[src/rtl/pipelined_addsub_n.sv]
// rtl/pipelined_addsub_n.sv - parametrised pipelined add/subtract unit with valid/ready handshake
module pipelined_addsub_n #(
  parameter int WIDTH  = 16,
  parameter int STAGES = 4
) (
  input  logic             clk1,
  input  logic             rst,
  input  logic             in_valid,
  output logic             in_ready,
  input  logic [WIDTH-1:0] X,
  input  logic [WIDTH-1:0] Y,
  input  logic             cin,
  input  logic             sub,
  output logic             out_valid,
  input  logic             out_ready,
  output logic [WIDTH-1:0] Sum,
  output logic             C,
  output logic             V
);

  localparam int SEG = WIDTH / STAGES;

  if (STAGES < 1 || STAGES > WIDTH || (WIDTH % STAGES) != 0) begin : g_bad_cfg
    $error("pipelined_addsub_n: STAGES must divide WIDTH and lie in 1..WIDTH");
  end

  // xs_q[k] is a rotating skew register: unused X segments sit at the bottom and
  // finished result segments are inserted at the top, so after the last stage it
  // holds the complete sum. ye_q[k] carries the not-yet-used effective Y segments.
  logic [STAGES-1:0] vld_q, vld_d;
  logic [WIDTH-1:0]  xs_q  [STAGES];
  logic [WIDTH-1:0]  xs_d  [STAGES];
  logic [WIDTH-1:0]  ye_q  [STAGES];
  logic [WIDTH-1:0]  ye_d  [STAGES];
  logic              cy_q  [STAGES];
  logic              cy_d  [STAGES];
  logic              sub_q [STAGES];
  logic              sub_d [STAGES];
  logic              v_q   [STAGES];
  logic              v_d   [STAGES];

  // Per-stage operands: stage 0 takes the inputs, stage k takes stage k-1's registers
  logic [WIDTH-1:0]  xs_src  [STAGES];
  logic [WIDTH-1:0]  ye_src  [STAGES];
  logic              cy_src  [STAGES];
  logic              sub_src [STAGES];
  logic [SEG:0]      seg_sum [STAGES];

  logic advance;

  assign out_valid = vld_q[STAGES-1];
  assign advance   = ~out_valid | out_ready;
  assign in_ready  = advance;
  assign Sum       = xs_q[STAGES-1];
  assign C         = cy_q[STAGES-1];
  assign V         = v_q[STAGES-1];

  // Segment adders: each stage adds its SEG-bit slice with the carry from the stage before
  always_comb begin
    xs_src[0]  = X;
    ye_src[0]  = sub ? ~Y : Y;
    cy_src[0]  = cin ^ sub;
    sub_src[0] = sub;
    vld_d[0]   = in_valid;
    for (int k = 1; k < STAGES; k++) begin
      xs_src[k]  = xs_q[k-1];
      ye_src[k]  = ye_q[k-1];
      cy_src[k]  = cy_q[k-1];
      sub_src[k] = sub_q[k-1];
      vld_d[k]   = vld_q[k-1];
    end
    for (int k = 0; k < STAGES; k++) begin
      seg_sum[k] = {1'b0, xs_src[k][SEG-1:0]} + {1'b0, ye_src[k][SEG-1:0]}
                 + (SEG+1)'(cy_src[k]);
      xs_d[k]    = (xs_src[k] >> SEG) | (WIDTH'(seg_sum[k][SEG-1:0]) << (WIDTH - SEG));
      ye_d[k]    = ye_src[k] >> SEG;
      sub_d[k]   = sub_src[k];
      if (k == STAGES - 1) begin
        // Top segment: carry becomes borrow for subtract; overflow from the sign bits
        cy_d[k] = seg_sum[k][SEG] ^ sub_src[k];
        v_d[k]  = (xs_src[k][SEG-1] == ye_src[k][SEG-1])
                & (seg_sum[k][SEG-1] != xs_src[k][SEG-1]);
      end else begin
        cy_d[k] = seg_sum[k][SEG];
        v_d[k]  = 1'b0;
      end
    end
  end

  // Whole pipeline steps together on advance; data only loads behind a valid token
  always_ff @(posedge clk1 or posedge rst) begin
    if (rst) begin
      vld_q <= '0;
      for (int k = 0; k < STAGES; k++) begin
        xs_q[k]  <= '0;
        ye_q[k]  <= '0;
        cy_q[k]  <= 1'b0;
        sub_q[k] <= 1'b0;
        v_q[k]   <= 1'b0;
      end
    end else if (advance) begin
      vld_q <= vld_d;
      for (int k = 0; k < STAGES; k++) begin
        if (vld_d[k]) begin
          xs_q[k]  <= xs_d[k];
          ye_q[k]  <= ye_d[k];
          cy_q[k]  <= cy_d[k];
          sub_q[k] <= sub_d[k];
          v_q[k]   <= v_d[k];
        end
      end
    end
  end

endmodule
[config.mk]
export PLATFORM = sky130hd
export DESIGN_NAME = pipelined_addsub_n
export DESIGN_NICKNAME = d
export VERILOG_FILES = /design/src/rtl/pipelined_addsub_n.sv
export SDC_FILE = /design/constraint.sdc
export NUM_CORES = 1
export LEC_CHECK = 0
export ABC_AREA = 1
export BUFFER_PORTS_ARGS = -buffer_cell sky130_fd_sc_hd__buf_2
export CORE_MARGIN = 2
export CORE_UTILIZATION = 50
export CTS_CLUSTER_DIAMETER = 50
export DETAILED_ROUTE_END_ITERATION = 6
export HOLD_SLACK_MARGIN = 0.02
export PLACE_DENSITY = 0.78
export SETUP_SLACK_MARGIN = 0.4
export SKIP_LAST_GASP = 1
export SYNTH_ARGS = -nofsm -noshare
export SYNTH_HDL_FRONTEND = slang
export SYNTH_SLANG_ARGS = --single-unit
[constraint.sdc]
create_clock -name clk1 -period 3 [get_ports clk1]
set_input_delay 0.3 -clock clk1 [delete_from_list [all_inputs] [get_ports clk1]]
set_output_delay 0.3 -clock clk1 [all_outputs]
set_load 0.05 [all_outputs]
Word-level counts from Yosys, hierarchy flattened
Index checks and enable logic that the tools add are counted.
Operators by class
  bitwise gates (word level): 10
  equality and inequality tests: 2
  add/subtract/negate cells: 8
  reductions and logical operators: 4
  muxes and demuxes: 1
Operators with widths (count)
  12-bit by 16-bit bitwise OR with 16-bit output: 4
  4-bit by 4-bit adder with 5-bit output: 4
  5-bit by 1-bit adder with 5-bit output: 4
  16-bit 2-to-1 mux: 1
  16-bit NOT: 1
  2-bit AND reduction: 4
  1-bit bitwise XOR: 2
  1-bit AND: 1
  1-bit equality test: 1
  1-bit inequality test: 1
  1-bit NOT: 1
  1-bit bitwise OR: 1
Word-level totals
  register bits: 100
  word-level logic and storage cells: 41

Longest topological paths before layout
Gate-level depths: netlist of run 1.
  depth in word-level cells: 5
  depth in mapped cells: 10
  mapped depth without buffers: 8

Worst setup path after synthesis of run 1
Ideal clock, no wire load.
  path kind: input to register
  from: input sub
  to: register cy_q[3] in the netlist's numbering
  stages on the path: 9
  arrival: 1828 ps
  slack: 1094 ps
  setup time: 77 ps
  cell sequence: buf_4 -> buf_6 -> xnor2_1 -> fa_1 -> inv_1 -> fa_1 -> a21oi_1 -> or2_2 -> a21oi_1
On the way
  cells in the longest elaborated chain, start to end: 3
  elaborated cells on any way between the ends: 4
RTL lines
  start, declared: RTL line 13  | input logic sub,
  16-bit 2-to-1 mux: RTL line 61  | ye_src[0] = sub ? ~Y : Y;
  4-bit by 4-bit adder with 5-bit output: RTL line 73  | seg_sum[k] = {1'b0, xs_src[k][SEG-1:0]} + {1'b0, ye_src[k][SEG-1:0]}
  5-bit by 1-bit adder with 5-bit output (*): RTL line 74  | + (SEG+1)'(cy_src[k]);
  end signal, assigned by index: RTL line 107  | cy_q[k] <= cy_d[k];
  end, declared: RTL line 35  | logic cy_q [STAGES];
Every way passes the cells marked *; elsewhere a longest branch is shown, timed or not.
A chain may end at the register's enable or synchronous reset.

Final worst setup path of run 1
Ends and elaborated chain as after synthesis.

==> results.sh, run 1 <==
export IMPL_cts_path_max_buffers=2
export IMPL_layout_setup_ws_ns=1.23
export IMPL_synth_fp_nets=561
export IMPL_rows=35
export IMPL_avgViaCountPerCell=4.92
export IMPL_skew_ns=0.00524
export IMPL_path_cells="buf_2, xnor2_1, fa_1, inv_1, fa_1, a21oi_1, or2_2, a21oi_1"
export IMPL_timing_rr_start="xs_q[16]$_DFFE_PP0P_"
export IMPL_pwr_share_seq_pct=43.8
export IMPL_hold_viol=0
export IMPL_grt_ovfl_total=0
export IMPL_setup_violations_final=0
export IMPL_reg2reg_depth=6
export IMPL_syn_area_per_cell_um2=9.25
export IMPL_final_core_util_pct=54.7
export IMPL_hold_slack_ns=0.133
export IMPL_power_density_nw_per_um2=1000
export IMPL_antenna_left=0
export IMPL_antenna_found_initial=0
export IMPL_synthDistinctLibCells=22
export IMPL_fmax_mhz=566
export IMPL_cts_root_buf="clkbuf_8"
export IMPL_hold_buffers=0
export IMPL_clk_pin_slew_ns=0.09
export IMPL_p_switching_w=0.00213
export IMPL_required_ns=3.29
export IMPL_syn_instance_count=503
export IMPL_seq_area_frac_synth_pct=53.8
export IMPL_fillers=828
export IMPL_cp_end_kind="register"
export IMPL_drt_total_wl_mm=8.24
export IMPL_min_delay_path_class="in2reg"
export IMPL_stdcell_area_um2=5000
export IMPL_finalMaxSlewViolations=0
export IMPL_setup_worst_path_start_class="input pin"
export IMPL_postCtsSetupRepairBufs=0
export IMPL_first_pass_iters=4
export IMPL_slowest_delay_ns=0.41
export IMPL_finalCriticalPeriod_ns=1.77
export IMPL_nNetsFinal=595
export IMPL_p_leak_nw=2.67
export IMPL_tightest_slew_ns=1.16
export IMPL_cts_resized=0
export IMPL_pre_cts_ws_ns=0.862
export IMPL_portBuffers=57
export IMPL_crit_end="cy_q[3]$_DFFE_PP0P_"
export IMPL_p_int_w=0.00290
export IMPL_fin_setup_tns_ns=0
export IMPL_place_gp_congestion=0.819
export IMPL_cts_tree="yes"
export IMPL_status="complete, no violations"
export IMPL_die_y_um=100
export IMPL_vias=3216
export IMPL_ys_warnings_count=0
export IMPL_startpoint="sub"
export IMPL_worstPathMaxFanout=18
export IMPL_multi_input_area_um2=1740
export IMPL_grt_setup_unrepaired="false"
export IMPL_grt_max_degree=57
export IMPL_design_die_area_um2=10100
export IMPL_ys_ff_latch=100
export IMPL_crit_type="in2reg"
export IMPL_critPathArrivalTime_ns=2.05
export IMPL_grt_pass1_vias=3203
export IMPL_drcViolationCount=0
export IMPL_cp_slowest_cell="fa_1"
export IMPL_track_usage_pct=18.0
export IMPL_dp_hpwl_mm=5.98
export IMPL_rrSetupSlack_ns=1.24
export IMPL_drt_initial_drc_count=148
export IMPL_regArea_um2=2500
export IMPL_htree_levels=3
export IMPL_ir_drop_mv=0.351
export IMPL_cts_buffers_inserted=9
export IMPL_diodes=0
export IMPL_wl_per_cell_um=12.6
export IMPL_comb_power_share_pct=40.0
export IMPL_syn_area_um2=4650
export IMPL_drive_above_1_share_pct=15.7
export IMPL_r2r_end="C$_DFFE_PP0P_"
export IMPL_layout_commonest_cell="nand2_1"
export IMPL_clock_power_share_pct=16.2
export IMPL_p_sw_share_pct=42.4
export IMPL_clock_sinks=100
export IMPL_area_delta_synth_final_pct=7.53
export IMPL_max_cap_violations=0
export IMPL_die_x_um=100
export IMPL_start_util_pct=50.9
export IMPL_io_pins=58
export IMPL_clock_latency_ns=0.36
export IMPL_grt_pass1_wl_mm=14.4
export IMPL_slew_headroom_pct=22.7
export IMPL_placeableCoreArea_um2=9150
export IMPL_final_cell_mix="nand2_1 (216), dfrtp_1 (100), buf_2 (57)"
export IMPL_placed_area_um2=4820
export IMPL_post_route_period_util_pct=58.9
[cells in the mapped netlist]
cell	instances	area [um2]
nand2_1	216	811
dfrtp_1	100	2500
inv_1	26	97.6
o21ai_0	24	120
buf_4	21	158
o21ai_1	19	95.1
nand3_1	16	80.1
xnor2_1	16	140
ha_1	12	150
a21oi_1	9	45.0
buf_6	9	101
fa_1	8	160
buf_2	6	30.0
xor2_1	5	43.8
inv_4	3	18.8
nor2_1	3	11.3
inv_2	2	7.51
nand2_2	2	12.5
nand4_1	2	12.5
nor2_8	2	40.0
nand2_4	1	11.3
or2_2	1	6.26
[registers in the layout, indices dropped and copies added, names as in the netlist]
name	cells
V	1
sub_d	3
vld_q	4
Sum	16
ye_d	12
ye_q	12
C	1
cy_q	3
xs_q	48
[through the flow]
step,std cells,total power [W]
final,653,0.00503
after global routing,653,0.00543
after CTS,653,0.00507
after detailed placement,637,0.00425
after global placement,637,0.00415
after floorplan,503,0.00396
[cell type report]
type	instances	share of cell area, %
repair buffers	59	6.25
multi-input cells	336	34.8
inverters	31	2.55
well taps	111	2.77
clock inverters	5	1.05
flip-flops and latches	100	50.0
clock buffers	11	2.63
[worst max-delay path, delay by kind of cell]
family          cells  cell delay [ns]
compound gates      2             0.20
xor+xnor            1             0.15
fa+ha+maj           2             0.63
buf+inv             2             0.49
simple gates        1             0.27
[cell families after synthesis]
group	count (synthesis)	share of synthesized area, %
adder cells (fa/ha/maj)	20	6.67
AO/OA/AOI/OAI	52	5.59
buffers and inverters	67	8.87
AND/OR/NAND/NOR	243	21.2
flip-flops	100	53.8
XOR/XNOR	21	3.95
[routing by layer]
metal	vias to the layer above	track usage, %	wire, um
met3	10	2.91	323
met4	0	7.17	121
met2	75	29.5	3820
li1	1616	-	-
met1	1515	24.2	3980
met5	-	0	0
[power groups by stage]
stage	registers (W)	clock network [W]	logic, W
floorplan	0.00219	0	0.00177
detailed placement	0.00223	0	0.00202
CTS	0.00220	0.000835	0.00203
finish	0.00220	0.000814	0.00201
global placement	0.00220	0	0.00195
global route	0.00227	0.000878	0.00228
[how the worst min path moves through the flow]
stage                         startpoint                    to  cells past startpoint
finish                              X[7]  xs_q[51]$_DFFE_PP0P_                      3
global route                        X[7]  xs_q[51]$_DFFE_PP0P_                      3
CTS                                 X[7]  xs_q[51]$_DFFE_PP0P_                      3
detailed placement  ye_d[36]$_DFFE_PP0P_  ye_d[16]$_DFFE_PP0P_                      2
global placement    ye_d[32]$_DFFE_PP0P_  ye_q[32]$_DFFE_PP0P_                      2
floorplan                           X[4]  xs_q[48]$_DFFE_PP0P_                      2
(Power assumes the default switching activity.)
==> run 2: changes to the inputs <==
--- a/config.mk
+++ b/config.mk
@@ -12,7 +12,7 @@
 export CTS_CLUSTER_DIAMETER = 50
 export DETAILED_ROUTE_END_ITERATION = 6
 export HOLD_SLACK_MARGIN = 0.02
-export PLACE_DENSITY = 0.78
+export PLACE_DENSITY = 0.75
 export SETUP_SLACK_MARGIN = 0.4
 export SKIP_LAST_GASP = 1
 export SYNTH_ARGS = -nofsm -noshare
==> constraint.sdc (replaced) <==
create_clock -name clk1 -period 1.68 [get_ports clk1]
set_input_delay 0.168 -clock clk1 [delete_from_list [all_inputs] [get_ports clk1]]
set_output_delay 0.168 -clock clk1 [all_outputs]
set_load 0.05 [all_outputs]
==> run 2 against run 1 <==
Final area is 10% higher. Global-route usage grew 1.0 points. Cell count is 4.1% higher. Worst hold slack lost 0.10 ns. Power grew 100%. Sequential share of layout area is 4.6 points lower. Sequential power is 80% higher. Highest routed layer unchanged. Sequential cell count stayed put. Clock skew grew 0.0038 ns.
==> results.sh, run 2 (same netlist as run 1, synthesis figures left out) <==
export IMPL_status="complete, no violations"
export IMPL_dp_hpwl_mm=6.14
export IMPL_clock_sinks=100
export IMPL_post_route_period_util_pct=95.3
export IMPL_top_register="xs_q"
export IMPL_finalCriticalPeriod_ns=1.60
export IMPL_grt_pass1_vias=3262
export IMPL_avgViaCountPerCell=4.87
export IMPL_start_util_pct=50.9
export IMPL_drive_above_1_share_pct=23.6
export IMPL_cts_path_max_buffers=2
export IMPL_skew_ns=0.00899
export IMPL_cts_root_buf="clkbuf_8"
export IMPL_drt_total_wl_mm=8.87
export IMPL_fillers=767
export IMPL_largest_reg_flops=48
export IMPL_rows=35
export IMPL_layout_commonest_cell="nand2_1"
export IMPL_grt_setup_unrepaired="true"
export IMPL_fin_setup_tns_ns=0
export IMPL_fmax_mhz=624
export IMPL_track_usage_pct=19.1
export IMPL_setup_violations_final=0
export IMPL_first_pass_iters=4
export IMPL_place_inst=643
export IMPL_clk_pin_slew_ns=0.09
export IMPL_pre_cts_ws_ns=0.0117
export IMPL_cts_buffers_inserted=9
export IMPL_design_die_area_um2=10100
export IMPL_antenna_found_initial=0
export IMPL_clock_latency_ns=0.37
export IMPL_antenna_left=0
export IMPL_portBuffers=57
export IMPL_cts_tree="yes"
export IMPL_power_density_nw_per_um2=1830
export IMPL_min_delay_path_class="in2reg"
export IMPL_slew_headroom_pct=64.3
export IMPL_drcViolationCount=0
export IMPL_required_ns=1.99
export IMPL_diodes=0
export IMPL_vias=3311
export IMPL_final_cells=680
export IMPL_final_cell_mix="nand2_1 (214), dfrtp_1 (99), buf_2 (55)"
export IMPL_grt_pass1_wl_mm=15.1
export IMPL_htree_levels=3
export IMPL_area_delta_synth_final_pct=18.4
export IMPL_wl_per_cell_um=13.0
export IMPL_place_gp_congestion=0.847
export IMPL_drt_initial_drc_count=136
export IMPL_critPathArrivalTime_ns=1.91
export IMPL_tightest_slew_ns=0.535
export IMPL_io_pins=58
export IMPL_nNetsFinal=622
export IMPL_finalMaxSlewViolations=0
export IMPL_die_y_um=100
export IMPL_grt_ovfl_total=0
export IMPL_power_total_w=0.0101
export IMPL_p_leak_nw=2.87
export IMPL_crit_type="reg2reg"
export IMPL_setup_worst_path_start_class="register"
export IMPL_placeableCoreArea_um2=9150
export IMPL_hold_viol=0
export IMPL_ir_drop_mv=0.636
export IMPL_layout_setup_ws_ns=0.0784
export IMPL_cp_end_kind="register"
export IMPL_worstPathMaxFanout=2
export IMPL_max_cap_violations=0
export IMPL_die_x_um=100
export IMPL_grt_max_degree=45
-- run 2: cell type report --
| class | instances | area, um2 | share of cell area [%] |
|---|---|---|---|
| repair buffers | 86 | 567 | 10.3 |
| inverters | 31 | 143 | 2.59 |
| well taps | 111 | 139 | 2.52 |
| multi-input cells | 336 | 1900 | 34.5 |
| clock buffers | 11 | 151 | 2.75 |
| clock inverters | 5 | 106 | 1.93 |
| flip-flops and latches | 100 | 2500 | 45.4 |
-- run 2: what timing repair did --
| item | 4_1_cts | 5_1_grt |
|---|---|---|
| pin swaps | 10 | 7 |
| hold endpoints to repair | 31 | 0 |
| hold buffers | 11 | 0 |
| gates resized for setup | 15 | 15 |
| endpoints found under the setup margin | 17 | 47 |
| buffers inserted | 7 | 3 |
-- run 2: per-layer routing --
metal	wire length (um)	share of wire, %	GRT usage, %	up-vias
met5	0	0	0	-
met4	181	2.0	7.48	0
met3	289	3.3	3.81	15
met2	4220	48	30.5	66
met1	4170	47	25.8	1562
li1	-	-	-	1668
-- run 2: critical path, stage by stage, from the launching register on --
cell and delay, ns:
dfrtp_1 0.43, fa_2 0.42, fa_2 0.38, nand3_2 0.08, nand2_1 0.05, nand2_1 0.06
nand3_1 0.07, nand2_1 0.06
-- run 2: per-stage QoR --
step           instance area (um2)  hold WS (ns)  utilization (%)
2_1_floorplan                 4780         0.278                -
3_3_place_gp                  4940         0.246             54.0
3_5_place_dp                  4940         0.244             54.0
4_1_cts                       5430        0.0228             59.3
5_1_grt                       5510        0.0455             60.2
6_report                      5510        0.0332             60.2
-- run 2: worst paths after layout --
kind                                           start              endpoint  slack (ns)  cells after the start
worst max-delay path            xs_q[16]$_DFFE_PP0P_         C$_DFFE_PP0P_        0.08                      7
worst min-delay path                           X[11]  xs_q[55]$_DFFE_PP0P_        0.03                      3
worst max register to register  xs_q[16]$_DFFE_PP0P_         C$_DFFE_PP0P_        0.08                      7
worst min register to register    Sum[2]$_DFFE_PP0P_    Sum[2]$_DFFE_PP0P_        0.48                      2
max in group asynchronous                        rst  vld_q[3]$_DFFE_PP0N_        0.67                      4
min in group asynchronous                        rst  vld_q[2]$_DFFE_PP0N_        0.39                      3
-- run 2: report_power, final --
part	switching (W)	internal, W	total, W
logic	0.00272	0.00149	0.00421
clock network	0.000835	0.00108	0.00191
registers	0.000587	0.00337	0.00396
total	0.00414	0.00594	0.0101
==> run 3: changes to the inputs <==
==> constraint.sdc (replaced) <==
create_clock -name clk1 -period 1.68 [get_ports clk1]
set_input_delay 0.168 -clock clk1 [delete_from_list [all_inputs] [get_ports clk1]]
set_output_delay 0.168 -clock clk1 [all_outputs]
set_load 0.01 [all_outputs]
==> run 3 against run 2 <==
Clock-buffer cell count fell by 2. Utilization fell by 0.48 points. Worst hold slack improved by 0.0060 ns. Combinational power fell by 16%. Highest routed layer unchanged. First-iteration DRC count rose by 22%. Clock skew rose by 0.0023 ns. Sequential cell count did not move. Via count rose by 0.39%. Global-route usage fell by 0.70 points. Critical path depth fell by 1.
==> results.sh, run 3 (same netlist as run 1, synthesis figures left out) <==
export IMPL_status="complete, no violations"
export IMPL_reg2reg_depth=6
export IMPL_placed_area_um2=4940
export IMPL_fin_setup_tns_ns=0
export IMPL_max_cap_violations=0
export IMPL_cts_buffers_inserted=9
export IMPL_first_pass_iters=4
export IMPL_r2r_end="C$_DFFE_PP0P_"
export IMPL_wl_per_cell_um=12.8
export IMPL_drt_initial_drc_count=166
export IMPL_finalCriticalPeriod_ns=1.61
export IMPL_cp_end_kind="register"
export IMPL_fmax_mhz=622
export IMPL_setup_worst_path_start_class="register"
export IMPL_track_usage_pct=18.4
export IMPL_stdcell_area_um2=5470
export IMPL_nNetsFinal=620
export IMPL_p_leak_nw=2.85
export IMPL_drcViolationCount=0
export IMPL_clk_pin_slew_ns=0.09
export IMPL_place_gp_congestion=0.810
export IMPL_cts_root_buf="clkbuf_8"
export IMPL_final_cell_mix="nand2_1 (216), dfrtp_1 (100), buf_2 (54)"
export IMPL_clock_sinks=100
export IMPL_ir_drop_mv=0.674
export IMPL_vias=3324
export IMPL_timing_rr_start="xs_q[16]$_DFFE_PP0P_"
export IMPL_cts_path_max_buffers=2
export IMPL_grt_ovfl_total=0
export IMPL_min_to="xs_q[49]$_DFFE_PP0P_"
export IMPL_top_register="xs_q"
export IMPL_antenna_left=0
export IMPL_rrSetupSlack_ns=0.07
export IMPL_fillers=774
export IMPL_skew_ns=0.0112
export IMPL_worstHoldStart="X[5]"
export IMPL_grt_pass1_vias=3200
export IMPL_finalMaxSlewViolations=0
export IMPL_grt_pass1_wl_mm=14.6
export IMPL_pre_cts_ws_ns=-0.000323
export IMPL_avgViaCountPerCell=4.92
export IMPL_start_util_pct=50.9
export IMPL_slew_headroom_pct=64.9
export IMPL_crit_type="reg2reg"
export IMPL_critPathArrivalTime_ns=1.86
export IMPL_placeableCoreArea_um2=9150
export IMPL_htree_levels=3
export IMPL_post_route_period_util_pct=95.7
export IMPL_cts_tree="yes"
export IMPL_largest_reg_flops=48
export IMPL_hold_viol=0
export IMPL_drive_above_1_share_pct=23.5
export IMPL_power_density_nw_per_um2=1660
export IMPL_grt_setup_unrepaired="true"
export IMPL_diodes=0
export IMPL_portBuffers=57
export IMPL_grt_max_degree=55
export IMPL_rows=35
export IMPL_worstPathMaxFanout=2
export IMPL_die_y_um=100
export IMPL_io_pins=58
export IMPL_hold_depth=3
export IMPL_dp_hpwl_mm=6.11
export IMPL_setup_violations_final=0
export IMPL_die_x_um=100
export IMPL_area_delta_synth_final_pct=17.4
export IMPL_clock_latency_ns=0.36
export IMPL_design_die_area_um2=10100
export IMPL_layout_commonest_cell="nand2_1"
export IMPL_antenna_found_initial=0
export IMPL_final_core_util_pct=59.7
export IMPL_layout_setup_ws_ns=0.0730
export IMPL_startpoint="xs_q[16]$_DFFE_PP0P_"
export IMPL_drt_total_wl_mm=8.63
export IMPL_required_ns=1.93
export IMPL_power_total_w=0.00906
export IMPL_tightest_slew_ns=0.526
export IMPL_min_delay_path_class="in2reg"
-- run 3: cell count changes in the layout (fill, tap and decap cells not counted), sizes merged --
cell	previous run	this run
clkbuf	11	9
clkinvlp	2	1
inv	31	30
buf	75	73
clkinv	0	3
bufinv	3	2
-- run 3: worst max path at each step --
| stage | endpoint | slack [ns] |
|---|---|---|
| after CTS | C$_DFFE_PP0P_ | 0.09 |
| after floorplan | cy_q[3]$_DFFE_PP0P_ | -0.01 |
| after global routing | C$_DFFE_PP0P_ | 0.001 |
| after global placement | cy_q[3]$_DFFE_PP0P_ | 0.06 |
| final | C$_DFFE_PP0P_ | 0.07 |
| after detailed placement | cy_q[3]$_DFFE_PP0P_ | -0.0003 |
-- run 3: stage by stage --
step	hold slack (ns)	instances
2_1_floorplan	0.278	503
3_3_place_gp	0.234	644
3_5_place_dp	0.238	644
4_1_cts	0.0202	673
5_1_grt	0.0262	676
6_report	0.0393	676
-- run 3: area by class of cell --
type / count / area [um2] / area share (%)
Clock inverter: 5 / 78.8 / 1.44
Inverter: 31 / 133 / 2.43
Tap cell: 111 / 139 / 2.54
Multi-Input combinational cell: 336 / 1910 / 35.0
Sequential cell: 100 / 2500 / 45.8
Clock buffer: 9 / 124 / 2.27
Timing Repair Buffer: 84 / 578 / 10.6
-- run 3: where the power goes --
part / total (W) / internal (W) / switching (W)
Clock: 0.00159 / 0.000820 / 0.000771
Combinational: 0.00352 / 0.00147 / 0.00205
Sequential: 0.00395 / 0.00337 / 0.000581
-- run 3: metal layers --
layer	global-route usage [%]	share of wire (%)	routed length (um)	vias to the layer above
li1	-	-	-	1663
met1	24.8	46	4010	1565
met2	29.4	47	4070	83
met3	3.47	4.4	383	13
met4	7.90	1.9	162	0
met5	0	0	0	-
-- run 3: what timing repair did --
item,CTS,global route
resized for setup,16,20
endpoints found under the setup margin,15,45
setup buffers,4,3
pin swaps,7,15
hold buffers,11,0
hold endpoints to repair,30,0
-- run 3: worst max-delay path, stage by stage (launching register included) --
cell	delay [ns]
dfrtp_1	0.41
fa_2	0.42
fa_2	0.38
nand3_2	0.08
nand3_1	0.09
nand3_1	0.08
nand2_1	0.05
